$ cat src/rtl/serial_divider.sv
// Bit-serial restoring divider: DW-bit dividend by VW-bit divisor, one quotient bit per clock.
// Shares the Start/Done/Busy handshake of the companion serial multiplier.
module serial_divider #(
   parameter int DW = 8,
   parameter int VW = 4
) (
   input  logic          clk,
   input  logic          rst_n,
   input  logic          Start,
   input  logic [DW-1:0] P,
   input  logic [VW-1:0] B,
   output logic [DW-1:0] Q,
   output logic [VW-1:0] R,
   output logic          Done,
   output logic          Busy,
   output logic          DivZero
);

   localparam int CW = $clog2(DW + 1);

   typedef enum logic [1:0] {IDLE, CALC, FIN} state_t;

   state_t        state_q, state_d;
   logic [DW-1:0] dq_q, dq_d;      // dividend shifts out the top, quotient bits enter the bottom
   logic [VW-1:0] dvs_q, dvs_d;
   logic [VW-1:0] rem_q, rem_d;
   logic [CW-1:0] cnt_q, cnt_d;
   logic          zero_q, zero_d;
   logic [DW-1:0] q_q, q_d;
   logic [VW-1:0] r_q, r_d;
   logic          done_q, done_d;
   logic          busy_q, busy_d;
   logic          dz_q, dz_d;

   logic [VW:0]   shifted;
   logic [VW+1:0] trial;
   logic          borrow;
   logic [VW:0]   rem_step;
   logic [DW-1:0] dq_step;

   // One restoring step; the extra top bit of trial is the borrow.
   always_comb begin
      shifted  = {rem_q, dq_q[DW-1]};
      trial    = {1'b0, shifted} - {2'b00, dvs_q};
      borrow   = trial[VW+1];
      rem_step = borrow ? shifted : trial[VW:0];
      dq_step  = {dq_q[DW-2:0], ~borrow};
   end

   always_comb begin
      state_d = state_q;
      dq_d    = dq_q;
      dvs_d   = dvs_q;
      rem_d   = rem_q;
      cnt_d   = cnt_q;
      zero_d  = zero_q;
      q_d     = q_q;
      r_d     = r_q;
      done_d  = 1'b0;
      busy_d  = busy_q;
      dz_d    = dz_q;
      case (state_q)
         IDLE: begin
            if (Start) begin
               dq_d    = P;
               dvs_d   = B;
               rem_d   = '0;
               cnt_d   = CW'(DW);
               zero_d  = (B == '0);
               busy_d  = 1'b1;
               state_d = CALC;
            end
         end
         CALC: begin
            if (zero_q) begin
               // Divide-by-zero spends its single busy cycle here without touching the datapath.
               q_d     = '1;
               r_d     = '0;
               dz_d    = 1'b1;
               done_d  = 1'b1;
               busy_d  = 1'b0;
               zero_d  = 1'b0;
               state_d = FIN;
            end else begin
               dq_d  = dq_step;
               rem_d = rem_step[VW-1:0];
               cnt_d = cnt_q - CW'(1);
               if (cnt_q == CW'(1)) begin
                  q_d     = dq_step;
                  r_d     = rem_step[VW-1:0];
                  dz_d    = 1'b0;
                  done_d  = 1'b1;
                  busy_d  = 1'b0;
                  state_d = FIN;
               end
            end
         end
         FIN: begin
            state_d = IDLE;
         end
         default: begin
            state_d = IDLE;
         end
      endcase
   end

   always_ff @(posedge clk or negedge rst_n) begin
      if (!rst_n) begin
         state_q <= IDLE;
         dq_q    <= '0;
         dvs_q   <= '0;
         rem_q   <= '0;
         cnt_q   <= '0;
         zero_q  <= 1'b0;
         q_q     <= '0;
         r_q     <= '0;
         done_q  <= 1'b0;
         busy_q  <= 1'b0;
         dz_q    <= 1'b0;
      end else begin
         state_q <= state_d;
         dq_q    <= dq_d;
         dvs_q   <= dvs_d;
         rem_q   <= rem_d;
         cnt_q   <= cnt_d;
         zero_q  <= zero_d;
         q_q     <= q_d;
         r_q     <= r_d;
         done_q  <= done_d;
         busy_q  <= busy_d;
         dz_q    <= dz_d;
      end
   end

   assign Q       = q_q;
   assign R       = r_q;
   assign Done    = done_q;
   assign Busy    = busy_q;
   assign DivZero = dz_q;

endmodule

$ cat config.mk
export PLATFORM = sky130hd
export DESIGN_NAME = serial_divider
export DESIGN_NICKNAME = d
export VERILOG_FILES = /design/src/rtl/serial_divider.sv
export SDC_FILE = /design/constraint.sdc
export NUM_CORES = 1
export LEC_CHECK = 0
export ABC_AREA = 1
export BUFFER_PORTS_ARGS = -buffer_cell sky130_fd_sc_hd__buf_2
export CAP_MARGIN = 30
export CORE_UTILIZATION = 50
export DETAILED_ROUTE_END_ITERATION = 10
export PLACE_DENSITY = 0.82
export SYNTH_ARGS = -nofsm -noshare
export SYNTH_HDL_FRONTEND = slang
export SYNTH_SLANG_ARGS = --single-unit
$ cat constraint.sdc
create_clock -name clk -period 1.45 [get_ports clk]
set_input_delay 0 -clock clk [delete_from_list [all_inputs] [get_ports clk]]
set_output_delay 0 -clock clk [all_outputs]
set_load 0.1 [all_outputs]
==> flow_summary.json <==
{
  "outcome": "finished clean",
  "path_clk_slew_ns": 0.12,
  "grt_pass1_vias": 1527,
  "grt-ovfl-total": 0,
  "arrival_ns": 1.70,
  "cp.buffers_inverters": 1,
  "htree_num_levels": 2,
  "ff_latch_area_um2": 951,
  "yosysWarnings": 0,
  "fillCellCount": 248,
  "path_class": "flop to flop",
  "cts_root_buf": "clkbuf_4",
  "relSlewSlack_pct": 67.3,
  "fin_crit_ns": 1.45,
  "path_cells": "ha_4 > inv_2 > nor2_4 > nand3_4 > nand3_4 > nand2_2 > nand3_2 > nand2_1",
  "setup_viol_count_final": 0,
  "layout_common_cells": "nand2_1, dfrtp_1, buf_2",
  "vias": 1600,
  "place_area_um2": 2140,
  "drt-pass1-iter-count": 4,
  "cp_slowest_stage_delay_ns": 0.43,
  "syn-cell-area_um2": 1830,
  "hold_class": "primary input to asynchronous set/reset pin",
  "ant_nets": 0,
  "diodes": 0,
  "stdcell_area_um2": 2530,
  "viasPerCell": 5.06,
  "ys_seq_elements": 38,
  "dr.first_iter.drc_count": 86,
  "finClkSkew_ns": 0.0114,
  "gp_congestion": 0.845,
  "worst_ep_required_time_ns": 1.70,
  "start_util_pct": 53.7,
  "numCtsBuffers": 5,
  "cts_tree": "yes",
  "maxSlewViolCount": 0,
  "worst_setup_path_end_kind": "flop",
  "fp.coreArea_um2": 3420,
  "antenna_found_initial": 0,
  "crit_slowest_cell": "dfrtp_1",
  "cp_common_cell": "nand3_4",
  "drc": 0,
  "cts_sinks": 38,
  "final_common_cell": "nand2_1",
  "timing.fmax_mhz": 691,
  "rsz0062_at_grt": "yes",
  "clock_latency_ns": 0.35,
  "synth.avg_cell_area_um2": 9.08,
  "final_nets": 291,
  "dieArea_um2": 3920,
  "fin_hold_ws_ns": 0.110,
  "worst-slew-pin-transition_ns": 0.494,
  "synth_cell_types": 33,
  "multiInputGateArea_um2": 898,
  "rows": 21,
  "routed_wl_um": 4210,
  "drive_above_1_share_pct": 36.3,
  "syn_inst": 202,
  "grt_max_degree": 22,
  "rrSetupSlack_ns": 0.002,
  "wire_per_inst_um": 13.3,
  "port_buffers": 29,
  "finalCritPeriodShare_pct": 99.8,
  "die_w_um": 62.6,
  "crit_family": "simple AND/OR/NAND/NOR gates",
  "die_y_um": 62.6,
  "track_usage_pct": 23.1,
  "ioPinCount": 30,
  "place_hpwl_um": 2810,
  "grt_pass1_wl_um": 6930,
  "ys_seq_area_share_pct": 51.8,
  "syn2layout_area_growth_pct": 38.0,
  "clockBufferDepth": 2,
  "critPathMaxFanout": 5,
  "drv_cap": 0,
  "start_kind": "flop",
  "finalHoldViolations": 0,
  "syn-num-nets": 224
}
sequential cells by signal (all words and copies together) (netlist names), 2 cells and up:
| register | flops |
|---|---|
| state_q | 2 |
| R | 4 |
| dq_q | 8 |
| cnt_q | 4 |
| rem_q | 4 |
| dvs_q | 4 |
| Q | 8 |
final cells by class:
| class | count | area share (%) |
|---|---|---|
| Clock buffer | 7 | 2.17 |
| Clock inverter | 1 | 0.198 |
| Timing Repair Buffer | 63 | 18.2 |
| Tap cell | 46 | 2.27 |
| Sequential cell | 38 | 37.6 |
| Multi-Input combinational cell | 134 | 35.5 |
| Inverter | 27 | 4.10 |
per-layer routing:
layer / wire, µm / GRT usage, % / part of all wire [%] / vias up
met5: 0 / 0 / 0 / -
met4: 95 / 7.85 / 2.3 / 0
met3: 247 / 4.38 / 5.9 / 12
met2: 2030 / 38.0 / 48 / 54
met1: 1830 / 30.6 / 44 / 740
li1: - / - / - / 794
timing repair:
item,4_1_cts,5_1_grt
endpoints found under the hold margin,51,0
hold buffers,14,0
pin swaps,9,11
setup endpoints to repair,9,24
resized for setup,18,18
setup buffers,4,3
Yosys cell counts:
cell type	instances	area share, %
buf_2	1	0.27
inv_4	1	0.34
nand2_1	50	10
o21ai_4	1	0.89
buf_6	1	0.61
o211ai_2	1	0.68
inv_1	25	5.1
nor2_1	13	2.7
a31oi_2	1	0.68
o21ai_2	1	0.48
or2_2	1	0.34
o21ai_0	8	2.2
buf_4	1	0.41
nor3_1	1	0.27
o21ai_1	7	1.9
fa_1	1	1.1
a22oi_1	5	2.0
o22ai_1	1	0.34
nand2_2	1	0.34
o21a_1	1	0.41
nor2_4	2	1.2
nor2_2	1	0.34
nor2_8	1	1.1
inv_2	1	0.20
xor2_1	1	0.48
ha_1	6	4.1
nand4_1	3	1.0
nand2_4	2	1.2
a31oi_1	1	0.34
o211ai_1	2	0.82
a21oi_1	6	1.6
dfrtp_1	38	52
nand3_1	16	4.4
final timing paths:
path / to / cells past startpoint / start
hold / removal: cnt_q[2]$_DFFE_PN0P_ / 2 / rst_n
hold reg to reg: DivZero$_DFFE_PN0P_ / 2 / DivZero$_DFFE_PN0P_
min in group clk: dq_q[0]$_DFFE_PN0P_ / 4 / P[0]
max in group asynchronous: dq_q[7]$_DFFE_PN0P_ / 3 / rst_n
setup reg to reg: R[2]$_DFFE_PN0P_ / 8 / rem_q[2]$_DFFE_PN0P_
setup / recovery: R[2]$_DFFE_PN0P_ / 8 / rem_q[2]$_DFFE_PN0P_
worst register-to-register path: stages, from the launching register on:
cell and delay [ns]:
dfrtp_1 0.43, ha_4 0.29, inv_2 0.04, nor2_4 0.14
nand3_4 0.12, nand3_4 0.12, nand2_2 0.09, nand3_2 0.07
nand2_1 0.05
kinds of logic after synthesis:
logic type | synth area share (%)
simple gates | 23.1
flops | 51.8
fa+ha+maj | 5.18
buf+inv | 6.96
compound gates | 12.4
xor+xnor | 0.478
through the flow:
step | std cells | utilization (%) | TNS [ns] | setup WS [ns]
global route | 316 | 74.1 | -0.207 | -0.0543
global placement | 287 | 62.5 | -0.146 | -0.0449
floorplan | 202 | - | 0 | 0.0600
detailed placement | 287 | 62.5 | -0.830 | -0.132
finish | 316 | 74.1 | 0 | 0.00233
CTS | 313 | 71.6 | 0 | 0.00112
Power is not shown: default switching activity piles up to over one toggle a cycle in this logic, so the estimate is an artifact.
